--- config.mk ---
export PLATFORM = sky130hd
export DESIGN_NAME = gcm_ctr_gen
export DESIGN_NICKNAME = d
export VERILOG_FILES = /design/src/rtl/gcm_pkg.sv /design/src/rtl/gcm_inc_lane.sv /design/src/rtl/gcm_ctr_gen.sv
export SDC_FILE = /design/constraint.sdc
export NUM_CORES = 1
export LEC_CHECK = 0
export BUFFER_PORTS_ARGS = -buffer_cell sky130_fd_sc_hd__buf_2
export CORE_MARGIN = 1
export CORE_UTILIZATION = 62
export DETAILED_ROUTE_END_ITERATION = 12
export PLACE_DENSITY = 0.85
export SYNTH_ARGS = -nofsm -noshare
export SYNTH_HDL_FRONTEND = slang
export SYNTH_SLANG_ARGS = --single-unit
--- constraint.sdc ---
create_clock -name clk -period 8.6 [get_ports clk]
set_input_delay 1.29 -clock clk [delete_from_list [all_inputs] [get_ports clk]]
set_output_delay 1.29 -clock clk [all_outputs]
set_load 0.01 [all_outputs]
--- src/rtl/gcm_pkg.sv ---
// Shared definitions for the GCM counter-block generator: controller states
// and the default block geometry (128-bit blocks, 32-bit incrementing field).
package gcm_pkg;

    typedef enum logic [1:0] {
        IDLE = 2'd0,
        RUN  = 2'd1,
        FIN  = 2'd2
    } gcm_state_e;

    localparam int GCM_DATA_WIDTH = 128;
    localparam int GCM_S          = 32;

endpackage

--- src/rtl/gcm_inc_lane.sv ---
// One counter lane: applies inc_S to a counter block 'offset' times, i.e. adds
// the offset to the right-most S bits modulo 2^S and leaves the upper bits alone.
// Purely combinational. A degenerate field width (S == 0 or wider than the
// block) passes the block through unchanged.
module gcm_inc_lane #(
    parameter int DATA_WIDTH = 128,
    parameter int S          = 32,
    parameter int OFF_WIDTH  = 32
) (
    input  logic [DATA_WIDTH-1:0] block,
    input  logic [OFF_WIDTH-1:0]  offset,
    output logic [DATA_WIDTH-1:0] result
);

    generate
        if (S == 0 || S > DATA_WIDTH) begin : g_pass
            logic unused_offset;
            assign unused_offset = ^offset;
            assign result        = block;
        end else if (S == DATA_WIDTH) begin : g_full
            assign result = block + DATA_WIDTH'(offset);
        end else begin : g_part
            assign result = {block[DATA_WIDTH-1:S], block[S-1:0] + S'(offset)};
        end
    endgenerate

endmodule

--- src/rtl/gcm_ctr_gen.sv ---
// GCM counter-block generator. A job (initial counter block + block count) is
// accepted in IDLE and streamed out as beats of LANES counter blocks over a
// valid/ready handshake. Jobs that would make the S-bit field wrap back onto
// a block already produced are refused with a wrap_err pulse.
module gcm_ctr_gen
    import gcm_pkg::*;
#(
    parameter int DATA_WIDTH = GCM_DATA_WIDTH,
    parameter int S          = GCM_S,
    parameter int LANES      = 1,
    parameter int CNT_WIDTH  = 32
) (
    input  logic                        clk,
    input  logic                        rst,
    input  logic                        start,
    input  logic [DATA_WIDTH-1:0]       icb,
    input  logic [CNT_WIDTH-1:0]        num_blocks,
    output logic                        cb_valid,
    input  logic                        cb_ready,
    output logic [LANES*DATA_WIDTH-1:0] cb_data,
    output logic [LANES-1:0]            cb_mask,
    output logic                        cb_last,
    output logic                        busy,
    output logic                        done,
    output logic                        wrap_err
);

    // Largest legal job is 2^S blocks; only a count input wider than S can exceed it.
    localparam bit              CAN_WRAP = (S < CNT_WIDTH);
    localparam logic [CNT_WIDTH:0] LIMIT = {{CNT_WIDTH{1'b0}}, 1'b1} << (CAN_WRAP ? S : 0);

    gcm_state_e state, state_nxt;

    logic [DATA_WIDTH-1:0] icb_r;
    logic [CNT_WIDTH-1:0]  num_r;
    logic [CNT_WIDTH-1:0]  next_idx;

    logic [DATA_WIDTH-1:0]       base_blk;
    logic [CNT_WIDTH-1:0]        base_idx;
    logic [CNT_WIDTH-1:0]        total;
    logic [CNT_WIDTH-1:0]        remaining;
    logic [DATA_WIDTH-1:0]       lane_blk [LANES];
    logic [LANES*DATA_WIDTH-1:0] beat_data;
    logic [LANES-1:0]            beat_mask;
    logic                        beat_last;
    logic                        too_big;
    logic                        beat_taken;

    assign too_big    = CAN_WRAP && ({1'b0, num_blocks} > LIMIT);
    assign beat_taken = cb_valid && cb_ready;

    // In IDLE the first beat is built straight from the inputs so it can be
    // registered on the accepting edge; afterwards the latched job is used.
    always_comb begin
        base_blk = icb_r;
        base_idx = next_idx;
        total    = num_r;
        if (state == IDLE) begin
            base_blk = icb;
            base_idx = '0;
            total    = num_blocks;
        end
        remaining = total - base_idx;
    end

    generate
        for (genvar i = 0; i < LANES; i++) begin : g_lane
            gcm_inc_lane #(
                .DATA_WIDTH (DATA_WIDTH),
                .S          (S),
                .OFF_WIDTH  (CNT_WIDTH)
            ) u_lane (
                .block  (base_blk),
                .offset (base_idx + CNT_WIDTH'(i)),
                .result (lane_blk[i])
            );
        end
    endgenerate

    // Assemble the candidate beat: lanes past the end of the job are masked and zeroed.
    always_comb begin
        beat_data = '0;
        beat_mask = '0;
        beat_last = (remaining <= CNT_WIDTH'(LANES));
        for (int i = 0; i < LANES; i++) begin
            beat_mask[i] = (remaining > CNT_WIDTH'(i));
            if (beat_mask[i]) begin
                beat_data[i*DATA_WIDTH +: DATA_WIDTH] = lane_blk[i];
            end
        end
    end

    // Controller state register.
    always_ff @(posedge clk or negedge rst) begin
        if (!rst) begin
            state <= IDLE;
        end else begin
            state <= state_nxt;
        end
    end

    // Next-state logic: empty jobs go straight to FIN, oversize jobs stay in IDLE.
    always_comb begin
        state_nxt = state;
        case (state)
            IDLE: begin
                if (start) begin
                    if (num_blocks == '0) begin
                        state_nxt = FIN;
                    end else if (!too_big) begin
                        state_nxt = RUN;
                    end
                end
            end
            RUN: begin
                if (beat_taken && cb_last) begin
                    state_nxt = FIN;
                end
            end
            FIN:     state_nxt = IDLE;
            default: state_nxt = IDLE;
        endcase
    end

    // Registered outputs and job bookkeeping; a beat is only replaced once it is taken.
    always_ff @(posedge clk or negedge rst) begin
        if (!rst) begin
            icb_r    <= '0;
            num_r    <= '0;
            next_idx <= '0;
            cb_valid <= 1'b0;
            cb_data  <= '0;
            cb_mask  <= '0;
            cb_last  <= 1'b0;
            busy     <= 1'b0;
            done     <= 1'b0;
            wrap_err <= 1'b0;
        end else begin
            busy     <= (state_nxt != IDLE);
            done     <= (state_nxt == FIN);
            wrap_err <= (state == IDLE) && start && too_big;
            case (state)
                IDLE: begin
                    if (state_nxt == RUN) begin
                        icb_r    <= icb;
                        num_r    <= num_blocks;
                        next_idx <= CNT_WIDTH'(LANES);
                        cb_valid <= 1'b1;
                        cb_data  <= beat_data;
                        cb_mask  <= beat_mask;
                        cb_last  <= beat_last;
                    end
                end
                RUN: begin
                    if (beat_taken) begin
                        if (cb_last) begin
                            cb_valid <= 1'b0;
                            cb_data  <= '0;
                            cb_mask  <= '0;
                            cb_last  <= 1'b0;
                        end else begin
                            next_idx <= next_idx + CNT_WIDTH'(LANES);
                            cb_data  <= beat_data;
                            cb_mask  <= beat_mask;
                            cb_last  <= beat_last;
                        end
                    end
                end
                default: ;
            endcase
        end
    end

endmodule

======== Word level (Yosys, flattened, before mapping) ========
Index checks and enable logic that the tools add are counted.
storage, ports and cells
  flip-flop bits (word level) ............. 327
  bits of input ports ..................... 164
  output and inout bits ................... 134
  logic and storage cells ................. 60
operators by class
  add/sub/neg operators ................... 3
  $lt $le $gt $ge ......................... 2
  equality and inequality tests ........... 7
  multiplexer cells ....................... 28
  reduce and logical (&&, ||, !) cells .... 10
operator list
  operator                                                         number
  2-to-1 mux 128 bit                                               5
  case mux 128 bit (2 select lines)                                1
  2-to-1 mux 32 bit                                                5
  case mux 32 bit (2 select lines)                                 1
  adder 32 x 1 -> 32 bit (second input constant)                   1
  adder 32 bit                                                     1
  greater-than comparator 32 x 1 -> 1 bit (second input constant)  1
  <= comparator 32 x 1 -> 1 bit (second input constant)            1
  zero test 32 bit                                                 1
  subtractor 32 bit                                                1
  2-to-1 mux 1 bit                                                 9
  AND reduction 4 bit                                              2
  2-to-1 mux 2 bit                                                 3
  inequality test 2 bit (second input constant)                    3
  case mux 1 bit (2 select lines)                                  3
  equality test 2 x 1 -> 1 bit (second input constant)             2
  case mux 2 bit (2 select lines)                                  1
  nonzero test 2 bit                                               2
  AND reduction 3 bit                                              1
  equality test 2 bit (second input constant)                      1
  logical AND 1 bit                                                2
  zero test 2 bit                                                  1
  inequality test 2 x 1 -> 1 bit (second input constant)           1
  AND reduction 2 bit                                              1

======== Logic depth before layout (Yosys ltp) ========
Gate-level depths: netlist (run 1).
  depth in word-level cells ............... 8
  depth in mapped cells ................... 22
  depth with buffers taken out ............ 16

======== Hierarchy ========
A second synthesis (run 1) with hierarchy kept.
unflattened totals
  cell total of the unflattened synthesis .. 2697
  area total of the unflattened synthesis .. 20850.0 sq um
by module, submodules not included
  module        times used  cells an instance  area each (sq um)  seq. area each (sq um)
  gcm_ctr_gen   1           2365               18403.9            8182.8
  gcm_inc_lane  1           332                2446.1             0.0

======== Least setup slack after synthesis (run 1) ========
Ideal clock, no wire load.
  path kind ............................... input to register
  start point ............................. input num_blocks[0]
  end point ............................... register cb_data[119]
  library setup time ...................... 0.123 ns
  arrival ................................. 4.400 ns
  required time ........................... 8.477 ns
  slack ................................... 4.077 ns
  stages .................................. 17
  buffers on the path ..................... 3
  cells stage by stage .................... mux2i_1 -> ha_1 -> inv_1 -> fa_1 -> a211oi_2 -> o211ai_1 -> a22oi_2 -> nand2_1 -> a211o_1 -> a31o_2 -> nor4_1 -> nand4_1 -> o21ai_2 -> buf_6 -> buf_6 -> buf_6 -> o21ai_1
between the ends
  cells in the longest elaborated chain, start to end .. 7
ends and longest elaborated chain
  element                                                                             RTL line                                source
  from (decl)                                                                         gcm_ctr_gen.sv:17                       input logic [CNT_WIDTH-1:0] num_blocks,
  2-to-1 mux 32 bit / zero test 32 bit (equally long branches)                        gcm_ctr_gen.sv:58, gcm_ctr_gen.sv:108
  subtractor 32 bit / 2-to-1 mux 2 bit (equally long branches)                        gcm_ctr_gen.sv:63, gcm_ctr_gen.sv:108
  greater-than comparator 32 x 1 -> 1 bit / 2-to-1 mux 2 bit (equally long branches)  gcm_ctr_gen.sv:86, gcm_ctr_gen.sv:107
  2-to-1 mux 128 bit / case mux 2 bit (2 select lines) (equally long branches)        gcm_ctr_gen.sv:87, gcm_ctr_gen.sv:105
  2-to-1 mux 128 bit / equality test 2 x 1 -> 1 bit (equally long branches)           gcm_ctr_gen.sv:156, gcm_ctr_gen.sv:144
  2-to-1 mux 128 bit / inequality test 2 x 1 -> 1 bit (equally long branches)         n/a
  case mux 128 bit (2 select lines) / AND reduction 3 bit (equally long branches)     n/a
  to (signal assigned)                                                                gcm_ctr_gen.sv:149                      cb_data <= beat_data;
  to (signal assigned)                                                                gcm_ctr_gen.sv:163                      cb_data <= beat_data;
  to (decl)                                                                           gcm_ctr_gen.sv:20                       output logic [LANES*DATA_WIDTH-1:0] cb_data,
Parallel ways exist; a longest one is shown, timed or not. The select of a mux whose other input is x is not followed.
A chain may end at the register's enable or synchronous reset.

======== Worst setup path after layout (run 1) ========
  start point ............................. register state[1]
  end point ............................... register cb_data[26]
between the ends
  cells in the longest elaborated chain, start to end .. 8
ends and longest elaborated chain
  element                                  RTL line                                                   source
  from (decl)                              gcm_ctr_gen.sv:32                                          gcm_state_e state, state_nxt;
  from (signal assigned)                   gcm_ctr_gen.sv:98                                          state <= state_nxt;
  zero test 2 bit                          gcm_ctr_gen.sv:58, gcm_ctr_gen.sv:105, gcm_ctr_gen.sv:142
  2-to-1 mux 32 bit                        gcm_ctr_gen.sv:58                                          if (state == IDLE) begin
  subtractor 32 bit                        gcm_ctr_gen.sv:63                                          remaining = total - base_idx;
  greater-than comparator 32 x 1 -> 1 bit  gcm_ctr_gen.sv:86                                          beat_mask[i] = (remaining > CNT_WIDTH'(i));
  2-to-1 mux 128 bit                       gcm_ctr_gen.sv:87                                          if (beat_mask[i]) begin
  2-to-1 mux 128 bit                       gcm_ctr_gen.sv:156                                         if (cb_last) begin
  2-to-1 mux 128 bit                       gcm_ctr_gen.sv:155                                         if (beat_taken) begin
  case mux 128 bit (2 select lines)        gcm_ctr_gen.sv:142                                         case (state)
Parallel ways exist; a longest one is shown, timed or not. The select of a mux whose other input is x is not followed.

==> run summary, run 1 <==
first-pass GRT wire length - 85.1 mm
CTS buffer count - 37
Hold Fails Final Rpt - 0
nets - 2678
Yosys warnings - 0
hold buffer count at cts - 0
Syn Inst Count - 2225
CP max-delay cell - buf_4
drt pass-1 iters - 5
GPL Wtd Cong - 0.968
total track usage - 35.2%
CP Capture Type - flop
Post-synth top cells - 900 x nand2_1, 327 x dfrtp_1, 153 x o21ai_0
CTS tree - yes
IO Pins - 298
reg2reg setup slack - 2660 ps
via count - 16676
Initial Utilization - 63.1%
Tmin final - 5940 ps
Setup TNS - 0 ps
# DRC - 0
Post-synth EDFFs - 0
largest net degree at the start of global routing - 164
actual slew at the worst max-slew pin - 1110 ps
H-tree levels - 2
Util after Layout - 73.0%
PD cells - 301 nW/um^2
die width - 173 um
crit path kind - flop to flop
Layout fillers - 2182
wirelength, routed - 52.8 mm
syn avg cell area - 8.14 sq um
Final setup viols - 0
register area share after synthesis - 45.2%
Clock Sink Count - 327
post-route ant nets - 0
layout cells sized above 1 - 15.8%
startpoint types - flop
layout overhead on the synthesized area - 15.7%
FFs w/ async S/R, synth - 100%
max_cap viols - 0
CP Cell Sequence - or2_2, buf_4, and2_1, ha_1, inv_1, fa_1, a211oi_2, o211ai_1, a22oi_2, nand2_1, a211o_1, a31o_2, nor4_1, nand4_1, o21ai_4, buf_12, o21ai_0
Worst Skew - 27.1 ps
critical path peak fanout - 129
total gr overflow - 0
crit share post-route - 69.1%
hold wc startpoint - cb_data[13]
top_reg_cell synth - dfrtp_1
number of gates resized after cts - 0
r2r startpoint - state[1]
DP Wirelength - 36.3 mm
relative slew slack - 26.1%
max incr delay on CP - 670 ps
CTS Buffer Depth - 3
vias in the first global route - 16378
FF-to-FF path depth - 17
synthesized cell area - 18100 sq um
Slew Viols, Final - 0
most frequent cell after synthesis - nand2_1
setup bufs post-CTS - 0
Worst EP required - 8960 ps
Max Clk Rate - 168 MHz
clock-pin slew on the worst setup and hold paths - 60 ps
Mapped Nets - 2454
Area contributors post-synth - dfrtp_1 45%, nand2_1 19%, mux2i_1 5.8%, ha_1 4.4%, o21ai_0 4.2%
Synth Register Bits - 327
initial antenna violation count - 10
clock root buffer master - clkbuf_16
leakage - 10.9 nW
vias per cell - 5.82
Worst VDD drop - 0.197 mV
iteration-0 DRC count of the detailed router - 1324
share of the synthesized area in the top cell type - 45.2%
hold path depth - 2
Die ar. - 29900 sq um
RSZ-0062 raised after global routing - false
Buffers on Ports - 296
area leader, netlist - dfrtp_1
crit path from - state[1]
synth unique cells - 69
clk_lat worst skew - 540 ps
Site Rows - 62
status - finished, final reports clean
Min-Delay Path Class - flop to flop
Avg WL per Cell - 18.4 um
Die Ht - 173 um
WP data arrival - 6300 ps
core footprint - 28700 sq um
## metrics by stage
step	power, mW	area (sq um)	worst slack, ps	instances	hold WS, ps
floorplan	3.86	18100	4080	2225	445
global placement	4.60	19700	3030	2794	455
detailed placement	4.70	19700	2820	2794	461
CTS	6.30	20900	2760	2858	475
global route	6.69	20900	2240	2863	489
finish	6.31	20900	2660	2867	472
## layer usage
metal  global-route usage (%)  share of wire, %  up-vias
met5                        0             0.078        -
met4                     13.6               4.0        6
met3                     7.19               7.0      135
met2                     57.8                48      614
met1                     45.9                41     8058
li1                         -                 -     7863
## path summary, 6_finish.rpt
| kind | end |
|---|---|
| worst max-delay path | cb_data[26] |
| worst min-delay path | cb_data[13] |
| worst max register to register | cb_data[26] |
| worst min register to register | cb_data[13] |
| max in group asynchronous | icb_r[46] |
| min in group asynchronous | icb_r[36] |
## sequential cells by signal, indices dropped and copies added, names as in the netlist
signal and cells:
busy 1, cb_mask 1, icb_r 128, cb_last 1
state 2, num_r 32, next_idx 32, cb_data 128
cb_valid 1, done 1
## critical path: cells and delay by family, from the launching register on
kind	cells	cell delay, ps
AOI/OAI and AO/OA	7	1810
and+or+nand+nor	5	1580
buffers and inverters	3	1070
adders and majority gates	2	660
DFF	1	450
## logic make-up (layout without fill, tap and decap cells)
kind of cell / count (synthesis) / in the layout / share of synthesized area [%]
simple gates: 1131 / 1131 / 25.4
compound gates: 362 / 362 / 12.3
flops: 327 / 327 / 45.2
buf+inv: 176 / 425 / 3.95
mux: 105 / 105 / 5.81
fa+ha+maj: 65 / 65 / 4.58
xor+xnor: 58 / 58 / 2.81
other cells: 1 / 10 / 0.0207
## cell usage in the layout, fill, tap and decap left out, types with 25 or more instances in the layout
cell type,count
mux2i_1,104
o21ai_0,153
xnor2_1,25
nand2_1,900
clkbuf_16,37
a21oi_1,76
nor2_1,82
nand3_1,31
dfrtp_1,327
buf_2,295
ha_1,63
xor2_1,33
inv_1,55
## where the power goes
group	internal, mW	total, mW	switching (mW)
clock network	0.917	1.58	0.663
registers	2.02	2.30	0.283
logic	0.912	2.42	1.51
total	3.85	6.31	2.46
## final cells by class
cell class	count	area, sq um	area share, %
sequential	327	8180	39.1
clock buffer	54	1090	5.20
antenna	9	22.5	0.108
tap	384	480	2.29
clock inverter	10	130	0.621
timing repair buffer	306	1600	7.66
multi-input combinational	1722	9230	44.1
inverter	55	206	0.986
(Power assumes the default switching activity.)
==> run 2, diff against run 1 <==
--- a/config.mk
+++ b/config.mk
@@ -7,9 +7,9 @@
 export LEC_CHECK = 0
 export BUFFER_PORTS_ARGS = -buffer_cell sky130_fd_sc_hd__buf_2
 export CORE_MARGIN = 1
-export CORE_UTILIZATION = 62
+export CORE_UTILIZATION = 57
 export DETAILED_ROUTE_END_ITERATION = 12
-export PLACE_DENSITY = 0.85
+export PLACE_DENSITY = 0.79
 export SYNTH_ARGS = -nofsm -noshare
 export SYNTH_HDL_FRONTEND = slang
 export SYNTH_SLANG_ARGS = --single-unit
==> constraint.sdc (replaced) <==
create_clock -name clk -period 6.1 [get_ports clk]
set_input_delay 0.915 -clock clk [delete_from_list [all_inputs] [get_ports clk]]
set_output_delay 0.915 -clock clk [all_outputs]
set_load 0.01 [all_outputs]
==> run summary, run 2 (synthesized netlist as in run 1, its figures left out) <==
vias in the first global route - 16048
RSZ-0062 raised after global routing - false
Avg WL per Cell - 18.4 um
CTS tree - yes
wirelength, routed - 53.1 mm
setup bufs post-CTS - 0
PD cells - 428 nW/um^2
Die Ht - 180 um
Cell Int Power - 5.60 mW
CP max-delay cell - or2_2
Worst VDD drop - 0.320 mV
Switch Pwr - 3.43 mW
# DRC - 0
Slew Viols, Final - 0
total gr overflow - 0
layout overhead on the synthesized area - 16.6%
max_cap viols - 0
startpoint types - flop
Buffers on Ports - 296
Util after Layout - 68.3%
hold buffer count at cts - 0
clock network power share - 26.2%
CTS buffer count - 36
clk_lat worst skew - 530 ps
Site Rows - 64
DP Wirelength - 37.3 mm
switching part of the total power - 38.0%
Hold Fails Final Rpt - 0
drt pass-1 iters - 6
crit share post-route - 90.3%
leakage - 10.9 nW
H-tree levels - 2
register share of total power - 36.0%
most frequent cells in the layout - 900 x nand2_1, 327 x dfrtp_1, 295 x buf_2
Worst Skew - 16.7 ps
critical path peak fanout - 129
relative slew slack - 23.9%
Comb pwr share - 37.9%
CP Cell Sequence - or2_2, buf_4, nand2_1, nand2_1, ha_1, a21oi_1, o21ai_1, a22oi_2, o31ai_4, a21oi_1, or4_1, nor4_1, nand4_1, o21ai_4, buf_12, o21ai_0
GPL Wtd Cong - 0.978
Final setup viols - 0
Layout fillers - 2504
Worst EP required - 6460 ps
status - finished, final reports clean
crit path kind - flop to flop
vias per cell - 5.68
number of gates resized after cts - 0
Max Clk Rate - 181 MHz
iteration-0 DRC count of the detailed router - 1260
largest net degree at the start of global routing - 158
max incr delay on CP - 590 ps
CP Capture Type - flop
first-pass GRT wire length - 85.4 mm
Tmin final - 5510 ps
leading registers by flop count - cb_data: 128 flops, icb_r: 128 flops
commonest non-fill, non-tap cell in the layout - nand2_1
clock-pin slew on the worst setup and hold paths - 60 ps
initial antenna violation count - 9
CTS Buffer Depth - 3
Die ar. - 32500 sq um
nets - 2684
Initial Utilization - 58.6%
multi-input logic area - 9230 sq um
Clock Sink Count - 327
Setup TNS - 0 ps
layout cells sized above 1 - 16.1%
WP data arrival - 5870 ps
die width - 180 um
post-route ant nets - 0
IO Pins - 298
actual slew at the worst max-slew pin - 1140 ps
core footprint - 30900 sq um
total track usage - 32.8%
Min-Delay Path Class - primary input to async pin
sequential cell area - 8180 sq um
via count - 16367
clock root buffer master - clkbuf_16
run 2: final timing paths:
kind,start,endpoint,slack [ps],cells past startpoint
min in group clk,icb_r[50],icb_r[50],470,2
min reg2reg,icb_r[50],icb_r[50],470,2
max reg2reg,state[0],cb_data[17],590,16
max,state[0],cb_data[17],590,16
min,rst,icb_r[35],420,1
max in group asynchronous,rst,icb_r[77],4240,2
run 2: critical path: cells and delay by family, from the launching register on:
family | cells | cell delay [ps]
buffers and inverters | 2 | 750
DFF | 1 | 440
adders and majority gates | 1 | 500
and+or+nand+nor | 6 | 1800
AOI/OAI and AO/OA | 7 | 1690
run 2: power by group through the flow:
stage	clock network, mW	registers, mW	logic [mW]
final	2.37	3.25	3.42
after detailed placement	0	3.26	3.38
after global routing	2.48	3.33	3.79
after CTS	2.40	3.24	3.40
after global placement	0	3.23	3.30
after floorplan	0	3.34	2.10
run 2: per-stage QoR:
step	cells	power, mW	setup slack [ps]	hold slack (ps)	instance area (sq um)
final	2882	9.03	590	424	21100
after global routing	2880	9.60	234	490	21100
after CTS	2876	9.04	713	463	21100
after detailed placement	2813	6.64	740	461	19800
after global placement	2813	6.53	966	455	19800
after floorplan	2225	5.44	1630	445	18100
run 2: final cells by class:
class | instances | share of cell area, %
clock inverters | 12 | 1.08
diodes | 6 | 0.0711
inverters | 55 | 0.978
flip-flops and latches | 327 | 38.8
well taps | 396 | 2.35
clock buffers | 51 | 5.11
repair buffers | 313 | 7.91
multi-input cells | 1722 | 43.7
run 2: metal layers:
| layer | wire length (um) | part of all wire (%) | vias to the layer above | GRT usage (%) |
|---|---|---|---|---|
| li1 | - | - | 7871 | - |
| met1 | 22800 | 43 | 7859 | 43.7 |
| met2 | 25100 | 47 | 545 | 53.7 |
| met3 | 3590 | 6.8 | 88 | 6.29 |
| met5 | 29 | 0.055 | - | 0 |
| met4 | 1570 | 3.0 | 4 | 11.1 |
